<file path="src/rtl/tx_manch_frame.sv">
// tx_manch_frame -- Manchester frame transmitter.
//
// Sends NBIT data bits MSB first, optionally followed by one even-parity bit.
// Each bit cell is two ce_tact periods: the bit value is driven in the first
// half, its complement in the second half (1 = high-then-low).
//
// Ports
//   clk      in   system clock
//   rst      in   asynchronous active-high reset
//   ce_tact  in   half-bit clock enable (one clk wide)
//   ce_st    in   frame-start enable (one clk wide)
//   din      in   parallel data, bits [NBIT-1:0] used
//   txd      out  Manchester line, idles low
//   en_tx    out  high while a frame is on the line
//   ce_bit   out  pulse at the end of every bit cell
//   done     out  pulse at the end of the frame
//   ovr      out  pulse when a start request is dropped during a frame
module tx_manch_frame #(
  parameter int NBIT = 16,
  parameter int PAR  = 1
) (
  input  logic        clk,
  input  logic        rst,
  input  logic        ce_tact,
  input  logic        ce_st,
  input  logic [15:0] din,
  output logic        txd,
  output logic        en_tx,
  output logic        ce_bit,
  output logic        done,
  output logic        ovr
);

  localparam int NCELL = NBIT + PAR;

  typedef enum logic {IDLE, TX} state_t;

  state_t            state_q;
  logic              hf_q;
  logic [4:0]        cb_q;
  logic [NBIT-1:0]   sr_q;
  logic              par_q;
  logic              txd_q, en_tx_q, ce_bit_q, done_q, ovr_q;

  logic cur_bit, nxt_bit, par_nx, last_cell;

  // Data cells come from the MSB of sr; the trailing cell (if any) is parity.
  assign cur_bit   = (cb_q < 5'(NBIT)) ? sr_q[NBIT-1] : par_q;
  assign par_nx    = par_q ^ cur_bit;
  // Bit that follows the current one: next data bit, or the finished parity.
  assign nxt_bit   = (cb_q < 5'(NBIT-1)) ? sr_q[NBIT-2] : par_nx;
  assign last_cell = (cb_q == 5'(NCELL-1));

  always_ff @(posedge clk or posedge rst) begin
    if (rst) begin
      state_q  <= IDLE;
      hf_q     <= 1'b0;
      cb_q     <= '0;
      sr_q     <= '0;
      par_q    <= 1'b0;
      txd_q    <= 1'b0;
      en_tx_q  <= 1'b0;
      ce_bit_q <= 1'b0;
      done_q   <= 1'b0;
      ovr_q    <= 1'b0;
    end else begin
      ce_bit_q <= 1'b0;
      done_q   <= 1'b0;
      ovr_q    <= 1'b0;
      case (state_q)
        IDLE: begin
          if (ce_st) begin
            sr_q    <= din[NBIT-1:0];
            state_q <= TX;
            hf_q    <= 1'b0;
            cb_q    <= '0;
            par_q   <= 1'b0;
            en_tx_q <= 1'b1;
            txd_q   <= din[NBIT-1];
          end
        end
        TX: begin
          if (ce_tact && !hf_q) begin
            hf_q  <= 1'b1;
            txd_q <= ~cur_bit;
            if (ce_st) ovr_q <= 1'b1;
          end else if (ce_tact) begin
            hf_q     <= 1'b0;
            ce_bit_q <= 1'b1;
            par_q    <= par_nx;
            cb_q     <= cb_q + 5'd1;
            sr_q     <= sr_q << 1;
            txd_q    <= nxt_bit;
            if (last_cell) begin
              done_q <= 1'b1;
              if (ce_st) begin
                // Start on the closing edge: chain the next frame with no gap.
                sr_q    <= din[NBIT-1:0];
                cb_q    <= '0;
                par_q   <= 1'b0;
                txd_q   <= din[NBIT-1];
              end else begin
                state_q <= IDLE;
                cb_q    <= '0;
                txd_q   <= 1'b0;
                en_tx_q <= 1'b0;
              end
            end else if (ce_st) begin
              ovr_q <= 1'b1;
            end
          end else if (ce_st) begin
            ovr_q <= 1'b1;
          end
        end
        default: state_q <= IDLE;
      endcase
    end
  end

  assign txd    = txd_q;
  assign en_tx  = en_tx_q;
  assign ce_bit = ce_bit_q;
  assign done   = done_q;
  assign ovr    = ovr_q;

  // Upper data bits are intentionally ignored.
  if (NBIT < 16) begin : g_unused
    logic unused_din;
    assign unused_din = ^din[15:NBIT];
  end

endmodule

</file>
<file path="config.mk">
export PLATFORM = sky130hd
export DESIGN_NAME = tx_manch_frame
export DESIGN_NICKNAME = d
export VERILOG_FILES = /design/src/rtl/tx_manch_frame.sv
export SDC_FILE = /design/constraint.sdc
export NUM_CORES = 1
export LEC_CHECK = 0
export CAP_MARGIN = 15
export CORE_UTILIZATION = 52
export DETAILED_ROUTE_END_ITERATION = 8
export GPL_TIMING_DRIVEN = 0
export PLACE_DENSITY_LB_ADDON = 0.12
export SYNTH_ARGS = -nofsm -noshare
export SYNTH_HDL_FRONTEND = slang
export SYNTH_SLANG_ARGS = --single-unit
export TNS_END_PERCENT = 1
</file>
<file path="constraint.sdc">
create_clock -name clk -period 2 [get_ports clk]
set_input_delay 0.4 -clock clk [delete_from_list [all_inputs] [get_ports clk]]
set_output_delay 0.4 -clock clk [all_outputs]
set_load 0.02 [all_outputs]
</file>
==> impl_metrics.env <==
export IMPL_synth_area_top_cells="dfrtp_1, a21oi_1, nand2_1"
export IMPL_initialDrtViolationCount=16
export IMPL_setup_tns_final_ns=0
export IMPL_drtAntennaViolNets=0
export IMPL_grt_remaining_overflow=0
export IMPL_clkLatencyLatePin_ns=0.32
export IMPL_crit_fanout=10
export IMPL_ys_warn_count=0
export IMPL_drt_met1_wl_mm=1.34
export IMPL_vias=1210
export IMPL_nNetsFinal=210
export IMPL_num_rows=18
export IMPL_hold_viol_final=0
export IMPL_fillerInstances=209
export IMPL_cts_root_buf="clkbuf_4"
export IMPL_maxUsedRoutingLayer="met4"
export IMPL_grt_usage=0.240
export IMPL_finalCriticalPeriod_ns=1.76
export IMPL_instances_no_fill=219
export IMPL_post_drt_via_cell_ratio=5.53
export IMPL_cts_htree_levels=2
export IMPL_clock_skew_final_ns=0.00256
export IMPL_wl_per_cell_um=13.5
export IMPL_yosysTopAreaCell="dfrtp_1"
export IMPL_drive_gt1_frac=0.106
export IMPL_numCtsBuffers=5
export IMPL_antenna_found_initial=0
export IMPL_outcome="complete, no violations"
export IMPL_grt_setup_unrepaired="false"
export IMPL_synth_commonest_cells="a21oi_1, dfrtp_1, nand2_1, nor2_1, o21ai_0"
export IMPL_max_stage_delay_ns=0.44
export IMPL_synth_edff_count=0
export IMPL_antenna_cells=0
export IMPL_slowest_stage="dfrtp_1"
export IMPL_clockBufferDepth=2
export IMPL_dieHeight_um=54.8
export IMPL_dr_pass1_iters=4
export IMPL_setup_viol=0
export IMPL_worstSetupPathType="flop to flop"
export IMPL_yosysTopAreaCellShare=0.500
export IMPL_io_pins=25
export IMPL_ctsResizeCount=0
export IMPL_synthToLayoutAreaGrowth_pct=23.7
export IMPL_postCtsHoldBufs=0
export IMPL_post_synth_instance_area_um2=1450
export IMPL_avgSynthCellArea_um2=9.24
export IMPL_wirelength_mm=2.96
export IMPL_cp_start_kind="flop"
export IMPL_cp_cell_sequence="inv_1, ha_1, nand4bb_2, o21ai_4, buf_6, nand2_1, a21oi_1"
export IMPL_p_leak_uw=0.000716
export IMPL_maxCapViolCount=0
export IMPL_max_freq_ghz=0.569
export IMPL_syn_inst=157
export IMPL_place_detailed_hpwl_mm=2.11
export IMPL_final_max_slew_violation_count=0
export IMPL_place_gp_congestion=0.790
export IMPL_cts_sink_count=29
export IMPL_crit_required_ns=2.25
export IMPL_cp_end_kind="flop"
export IMPL_fin_crit_sh=0.879
export IMPL_yosys_most_used_dff="dfrtp_1"
export IMPL_wl_met3_um=129
export IMPL_synthMostInstantiatedCell="a21oi_1"
export IMPL_postCtsSetupBuffers=0
export IMPL_critical_path_arrival_ns=2.00
export IMPL_synth_seq_cells=29
export IMPL_synthArstFlopShare=1.00
export IMPL_dieArea_um2=3000
export IMPL_start_util=0.570
export IMPL_hold_path_class="input pin to async pin"
export IMPL_p_per_area_nw_per_um2=951
export IMPL_irDropWorstVdd_v=0.000756
export IMPL_port_buffers=23
export IMPL_cts_tree="built"
export IMPL_dp_cells=210
export IMPL_grt_max_degree=30
export IMPL_synth_seq_area_share=0.500
export IMPL_dieWidth_um=54.8
export IMPL_syn_num_nets=179
export IMPL_grt_pass1_vias=1095
export IMPL_worstMarginPinSlew_ns=0.353
export IMPL_relSlewSlack=0.764
export IMPL_grt_pass1_wl_mm=4.85
export IMPL_core_area_um2=2540
export IMPL_synth_cell_types=28
export IMPL_drc_errors=0
export IMPL_clk_pin_slew_worst_paths_ns=0.09
export IMPL_met2_length_mm=1.42
## power by group
group	switching [µW]	internal, µW
logic	220	227
registers	149	770
clock network	199	140
total	569	1140
## registers in the layout, indices dropped and copies added (netlist names)
name	cells
cb_q	5
ce_bit	1
done	1
en_tx	1
hf_q	1
ovr	1
par_q	1
sr_q	16
state_q	1
txd	1
## cells in the final DEF (no fill, tap or decap), types with 2 or more instances in the layout
cell type	n
a21oi_1	32
dfrtp_1	29
nand2_1	23
clkdlybuf4s50_1	23
nor2_1	17
o21ai_0	12
inv_1	5
nand3_1	5
clkbuf_4	5
buf_6	3
nand2b_1	3
mux2i_1	3
nor3_1	3
clkbuf_1	3
inv_2	2
buf_2	2
a21oi_4	2
nand4_1	2
ha_1	2
## metal layers
layer  GRT usage  vias up
li1            -      614
met2       0.394       33
met4       0.115        0
met3      0.0750        8
met5           0        -
met1       0.280      555
## worst max-delay path, delay by kind of cell, from the launching register on
family,cells,cell delay (ns)
DFF,1,0.44
AOI/OAI and AO/OA,2,0.44
and+or+nand+nor,2,0.30
buffers and inverters,2,0.29
adders and majority gates,1,0.20
## layout make-up
class | count | area [µm²] | area share
plain buffers | 5 | 43.8 | 0.0244
flip-flops and latches | 29 | 726 | 0.404
repair buffers | 24 | 258 | 0.144
clock buffers | 8 | 48.8 | 0.0272
well taps | 30 | 37.5 | 0.0209
inverters | 7 | 26.3 | 0.0146
multi-input cells | 116 | 654 | 0.365
## path summary, 6_finish.rpt
kind	endpoint	slack, ns	start	depth (start not counted)
max	sr_q[8]	0.24	cb_q[0]	7
min	cb_q[0]	0.33	rst	2
max reg2reg	sr_q[8]	0.24	cb_q[0]	7
min reg2reg	sr_q[0]	0.50	sr_q[0]	2
max in group asynchronous	ovr	1.25	rst	3
min in group clk	par_q	0.43	ce_st	2
## kinds of logic after synthesis
group | Yosys count | synth area share
AO/OA/AOI/OAI | 52 | 0.211
XOR/XNOR | 1 | 0.00604
adder cells (fa/ha/maj) | 2 | 0.0173
buffers and inverters | 12 | 0.0483
flip-flops | 29 | 0.500
multiplexers | 3 | 0.0207
AND/OR/NAND/NOR | 58 | 0.196
## per-stage QoR
step	setup WS (ns)	total power, µW	utilization	area, µm²	hold WS [ns]
global route	0.107	1830	0.705	1790	0.343
finish	0.243	1710	0.705	1790	0.328
floorplan	0.507	1210	-	1450	0.438
detailed placement	0.0168	1370	0.675	1720	0.482
global placement	0.0687	1330	0.675	1720	0.453
CTS	0.236	1710	0.694	1770	0.411
No activity file was read; power rests on OpenSTA's default activity.
